$ cat src/rtl/pll_lock_sequencer_if.sv
// Control/status bundle between the PLL lock sequencer and its surroundings.
// The slave side is the sequencer; the master side drives locked/relock_req.
interface pll_lock_sequencer_if #(
  parameter int unsigned CNT_W = 8
);
  logic             locked;
  logic             relock_req;
  logic             pll_rst;
  logic             core_rst;
  logic             ready;
  logic [CNT_W-1:0] fail_cnt;
  logic [CNT_W-1:0] lost_cnt;

  modport master (
    output locked, relock_req,
    input  pll_rst, core_rst, ready, fail_cnt, lost_cnt
  );

  modport slave (
    input  locked, relock_req,
    output pll_rst, core_rst, ready, fail_cnt, lost_cnt
  );
endinterface

$ cat src/rtl/pll_lock_sequencer.sv
// PLL bring-up sequencer: resets the PLL, waits for a stable lock, releases the
// core, and re-initialises the PLL on timeout, lock loss or explicit request.
module pll_lock_sequencer #(
  parameter int unsigned SYNC_STAGES    = 2,
  parameter int unsigned PLL_RST_CYCLES = 16,
  parameter int unsigned LOCK_TIMEOUT   = 50000,
  parameter int unsigned STABLE_CYCLES  = 1024,
  parameter int unsigned CNT_W          = 8
) (
  input logic                 clk,
  input logic                 rst_n,
  pll_lock_sequencer_if.slave pll
);

  localparam int unsigned T_MAX0 = (PLL_RST_CYCLES > LOCK_TIMEOUT) ? PLL_RST_CYCLES : LOCK_TIMEOUT;
  localparam int unsigned T_MAX  = (T_MAX0 > STABLE_CYCLES) ? T_MAX0 : STABLE_CYCLES;
  localparam int unsigned TW     = (T_MAX > 1) ? $clog2(T_MAX) : 1;

  localparam logic [TW-1:0]    RST_LAST  = TW'(PLL_RST_CYCLES - 1);
  localparam logic [TW-1:0]    WAIT_LAST = TW'(LOCK_TIMEOUT - 1);
  localparam logic [TW-1:0]    STAB_LAST = TW'(STABLE_CYCLES - 1);
  localparam logic [CNT_W-1:0] CNT_MAX   = '1;

  typedef enum logic [1:0] {
    RESET_PLL,
    WAIT_LOCK,
    STABLE,
    RUN
  } state_t;

  state_t                 state_q, state_d;
  logic [TW-1:0]          timer_q, timer_d;
  logic [SYNC_STAGES-1:0] sync_q, sync_d;
  logic [CNT_W-1:0]       fail_q, fail_d;
  logic [CNT_W-1:0]       lost_q, lost_d;
  logic                   pll_rst_q, pll_rst_d;
  logic                   core_rst_q, core_rst_d;
  logic                   ready_q, ready_d;
  logic                   locked_s;

  assign locked_s = sync_q[SYNC_STAGES-1];

  always_comb begin
    sync_d = {sync_q[SYNC_STAGES-2:0], pll.locked};
  end

  always_comb begin
    state_d = state_q;
    fail_d  = fail_q;
    lost_d  = lost_q;

    // A relock request outranks every other exit, including the lost-lock count.
    if (state_q != RESET_PLL && pll.relock_req) begin
      state_d = RESET_PLL;
    end else begin
      unique case (state_q)
        RESET_PLL: begin
          if (timer_q == RST_LAST) state_d = WAIT_LOCK;
        end
        WAIT_LOCK: begin
          if (locked_s) begin
            state_d = STABLE;
          end else if (timer_q == WAIT_LAST) begin
            state_d = RESET_PLL;
            if (fail_q != CNT_MAX) fail_d = fail_q + CNT_W'(1);
          end
        end
        STABLE: begin
          if (!locked_s) begin
            state_d = WAIT_LOCK;
          end else if (timer_q == STAB_LAST) begin
            state_d = RUN;
          end
        end
        RUN: begin
          if (!locked_s) begin
            state_d = WAIT_LOCK;
            if (lost_q != CNT_MAX) lost_d = lost_q + CNT_W'(1);
          end
        end
      endcase
    end

    if (state_d != state_q) begin
      timer_d = '0;
    end else if (state_q == RUN) begin
      timer_d = timer_q;
    end else begin
      timer_d = timer_q + TW'(1);
    end

    // Outputs decode the next state so they land on the same edge as the state.
    pll_rst_d  = (state_d == RESET_PLL);
    core_rst_d = (state_d != RUN);
    ready_d    = (state_d == RUN);
  end

  always_ff @(posedge clk or negedge rst_n) begin
    if (!rst_n) begin
      state_q    <= RESET_PLL;
      timer_q    <= '0;
      sync_q     <= '0;
      fail_q     <= '0;
      lost_q     <= '0;
      pll_rst_q  <= 1'b1;
      core_rst_q <= 1'b1;
      ready_q    <= 1'b0;
    end else begin
      state_q    <= state_d;
      timer_q    <= timer_d;
      sync_q     <= sync_d;
      fail_q     <= fail_d;
      lost_q     <= lost_d;
      pll_rst_q  <= pll_rst_d;
      core_rst_q <= core_rst_d;
      ready_q    <= ready_d;
    end
  end

  assign pll.pll_rst  = pll_rst_q;
  assign pll.core_rst = core_rst_q;
  assign pll.ready    = ready_q;
  assign pll.fail_cnt = fail_q;
  assign pll.lost_cnt = lost_q;

endmodule

$ cat src/flat_wrapper.sv
// flat-port wrapper written by rule: the top's interface ports become plain ports
module pll_lock_sequencer_flat 
#(
  parameter int unsigned SYNC_STAGES    = 2,
  parameter int unsigned PLL_RST_CYCLES = 16,
  parameter int unsigned LOCK_TIMEOUT   = 50000,
  parameter int unsigned STABLE_CYCLES  = 1024,
  parameter int unsigned CNT_W          = 8
)
  (clk, rst_n, pll_locked, pll_relock_req, pll_pll_rst, pll_core_rst, pll_ready, pll_fail_cnt, pll_lost_cnt);
  pll_lock_sequencer_if #(.CNT_W(CNT_W)) pll_i ();
  input logic clk;
  input logic rst_n;
  input wire logic [$bits(pll_i.locked)-1:0] pll_locked;
  input wire logic [$bits(pll_i.relock_req)-1:0] pll_relock_req;
  output wire logic [$bits(pll_i.pll_rst)-1:0] pll_pll_rst;
  output wire logic [$bits(pll_i.core_rst)-1:0] pll_core_rst;
  output wire logic [$bits(pll_i.ready)-1:0] pll_ready;
  output wire logic [$bits(pll_i.fail_cnt)-1:0] pll_fail_cnt;
  output wire logic [$bits(pll_i.lost_cnt)-1:0] pll_lost_cnt;
  assign pll_i.locked = pll_locked;
  assign pll_i.relock_req = pll_relock_req;
  assign pll_pll_rst = pll_i.pll_rst;
  assign pll_core_rst = pll_i.core_rst;
  assign pll_ready = pll_i.ready;
  assign pll_fail_cnt = pll_i.fail_cnt;
  assign pll_lost_cnt = pll_i.lost_cnt;
  pll_lock_sequencer #(.SYNC_STAGES(SYNC_STAGES), .PLL_RST_CYCLES(PLL_RST_CYCLES), .LOCK_TIMEOUT(LOCK_TIMEOUT), .STABLE_CYCLES(STABLE_CYCLES), .CNT_W(CNT_W)) u_core (.clk(clk), .rst_n(rst_n), .pll(pll_i));
endmodule
$ cat config.mk
export PLATFORM = sky130hd
export DESIGN_NAME = pll_lock_sequencer_flat
export DESIGN_NICKNAME = d
export VERILOG_FILES = /design/src/rtl/pll_lock_sequencer_if.sv /design/src/rtl/pll_lock_sequencer.sv /design/src/flat_wrapper.sv
export SDC_FILE = /design/constraint.sdc
export NUM_CORES = 1
export LEC_CHECK = 0
export ABC_AREA = 1
export CAP_MARGIN = 20
export CORE_UTILIZATION = 47
export DETAILED_ROUTE_END_ITERATION = 10
export GPL_TIMING_DRIVEN = 0
export PLACE_DENSITY = 0.68
export SLEW_MARGIN = 20
export SYNTH_ARGS = -nofsm -noshare
export SYNTH_HDL_FRONTEND = slang
export SYNTH_SLANG_ARGS = --single-unit
$ cat constraint.sdc
create_clock -name clk -period 2.1 [get_ports clk]
set_input_delay 0.315 -clock clk [delete_from_list [all_inputs] [get_ports clk]]
set_output_delay 0.315 -clock clk [all_outputs]
set_load 0.02 [all_outputs]
==> impl_metrics.ini <==
[sta]
skew_ps = 4.71
fin_ws_ps = 298
tns_ps = 0
finalMaxSlewViolations = 0
layout_min_cycle_time_ps = 1800
timing.hold.ws_ps = 353
maxClockFrequency_mhz = 555
grt_setup_unrepaired = no
hold_viol = 0
worst_pin_slew_ps = 360
post-route-period-util = 0.858
maxSlewHeadroom = 0.758
finalSetupViolations = 0

[synthesis]
syn_inst = 218
seq_area_frac_synth = 0.468
syn_area_per_cell_um2 = 9.60
synth_area_um2 = 2090
ys_ff_latch = 39
yosysTopAreaCellShare = 0.443
yosys_warnings = 0
netlist_top_cells_count = 37 x dfrtp_1, 31 x nand2_1, 31 x nor2_1, 23 x inv_1, 17 x nand3_1
syn_nets = 225
async_flop_share = 1.00
ys_dominant_reg_cell = dfrtp_1
synth_cell_types = 29
synthTopCellsByArea = dfrtp_1 44%, nor2_4 7.0%, xor2_1 5.9%
synth_edf_count = 0
yosysMostFrequentCell = dfrtp_1
synth_largest_area_cell = dfrtp_1

[clock_network]
cts_setup_buffers = 0
cts_tree = built
h-tree-depth = 2
cts_root_buf = clkbuf_8
cts_resized = 0
cts_buffers = 5
cts_max_path_buffers = 2
clk_pin_slew_ps = 70
clkLatencyLatePin_ps = 290
cts_sinks = 39

[placed_design]
dp_slack_ps = 137
place_area_um2 = 2390
dp_cells = 291
place_congestion = 0.779
portBuffers = 22
dp_hpwl_um = 2690

[flow_run]
maxCapViolCount = 0

[floorplan]
die_w_um = 68.7
core-area_um2 = 4140
die_h_um = 68.7
start_util = 0.505
die_area_um2 = 4720
io_pins = 23
num_rows = 23

[critical_path]
cp_top_family = simple AND/OR/NAND/NOR gates
critPathKind = reg2reg
crit_path_frequent_cell = nand2_1
end_kind = flop
critPathBufInv = 1
slowest_delay_ps = 370
cp_max_fo = 10
cp_slowest_cell = dfrtp_1
crit_chain = ha_1 > nand3_4 > nor2_1 > nand2_1 > nand3_2 > nand4_2 > nand2_1 > nand2_1 > nand3_4 > buf_12 > nor2_4
cp_data_arrival_time_ps = 1980
rr_worst_depth = 11
startpoint_type = flop
reg2reg_slack_ps = 300
critical_path_depth = 11
cp_data_required_time_ps = 2280

[power_and_ir_drop]
vdd.ir_drop.worst_uv = 357
p_leak_nw = 1.09
fin_total_pwr_mw = 1.94
power_per_cell_area_nw_per_um2 = 781

[grt]
gr-total-overflow = 0
grt_max_degree = 27
antenna_found_initial = 0
track_usage = 0.177
grt_pass1_vias = 1409
grt_pass1_wl_um = 6040

[drt]
drt.antenna.violating_nets = 0
drtPass1Iterations = 5
wl_um = 3520
wl_per_cell_um = 11.7
vias_per_cell = 4.88
drt-initial-drc-count = 103
drc = 0
vias = 1465

[final_layout]
syn2layout_area_growth_pct = 18.6
design_area_um2 = 2480
layoutNonFillerInstCount = 300
num_antenna_cells = 0
drive_gt1_frac = 0.176
post-route-util = 0.599
num-nets-final = 256

[min_path]
hp-class = reg2reg
min_path_cells = 0

[status]
status = complete, no violations
timing repair:
action | in CTS | in global routing
endpoints found under the hold margin | 12 | 0
hold buffers | 1 | 0
endpoints found under the setup margin | 0 | 0
flip-flops by register name, indices dropped and copies added (netlist names):
| register | cells |
|---|---|
| u_core.timer_q | 16 |
| u_core.pll.fail_cnt | 8 |
| u_core.sync_q | 2 |
| u_core.pll.pll_rst | 1 |
| u_core.state_q | 2 |
| u_core.pll.core_rst | 1 |
| u_core.pll.ready | 1 |
| u_core.pll.lost_cnt | 8 |
final cells by class:
class | count | area (µm²)
buffer | 1 | 20.0
clock buffer | 7 | 76.3
clock inverter | 1 | 5.00
fill | 371 | 1660
inverter | 27 | 101
multi-input combinational | 151 | 992
sequential | 39 | 978
tap | 50 | 62.6
timing repair buffer | 24 | 245
report_power, final:
| group | internal, mW | switching (mW) | total (mW) |
|---|---|---|---|
| Combinational | 0.226 | 0.333 | 0.558 |
| Sequential | 0.826 | 0.0688 | 0.894 |
| Clock | 0.233 | 0.252 | 0.485 |
cell families after synthesis:
kind of cell | share of synthesized area
mux | 0.0155
compound gates | 0.00837
fa+ha+maj | 0.0179
flops | 0.468
buf+inv | 0.0580
xor+xnor | 0.117
simple gates | 0.316
path summary, 6_finish.rpt:
kind,startpoint,endpoint
setup / recovery,u_core.timer_q[0]$_DFFE_PN0P_,u_core.timer_q[9]$_DFFE_PN0P_
setup reg to reg,u_core.timer_q[0]$_DFFE_PN0P_,u_core.timer_q[9]$_DFFE_PN0P_
min in group asynchronous,rst_n,u_core.timer_q[7]$_DFFE_PN0P_
max in group asynchronous,rst_n,u_core.pll.pll_rst$_DFF_PN1_
hold / removal,u_core.sync_q[0]$_DFF_PN0_,u_core.sync_q[1]$_DFF_PN0_
hold reg to reg,u_core.sync_q[0]$_DFF_PN0_,u_core.sync_q[1]$_DFF_PN0_
layer usage:
layer / global-route usage / up-vias / routed length (µm)
li1: - / 741 / -
met1: 0.232 / 682 / 1720
met2: 0.276 / 35 / 1590
met3: 0.0444 / 7 / 150
met4: 0.0791 / 0 / 56
met5: 0 / - / 0
placed cells by master (no fill, tap or decap), drive strengths merged, types with 2 or more instances in the layout:
master         instances
dfrtp                 37
clkdlybuf4s50         21
nand3                 21
inv                   25
xor2                  15
clkinv                 3
dfstp                  2
nor2                  49
buf                    3
clkbuf                 7
xnor2                 12
ha                     3
nand2                 35
nor3                   2
mux2                   2
nand4                  6
(Power assumes the default switching activity.)
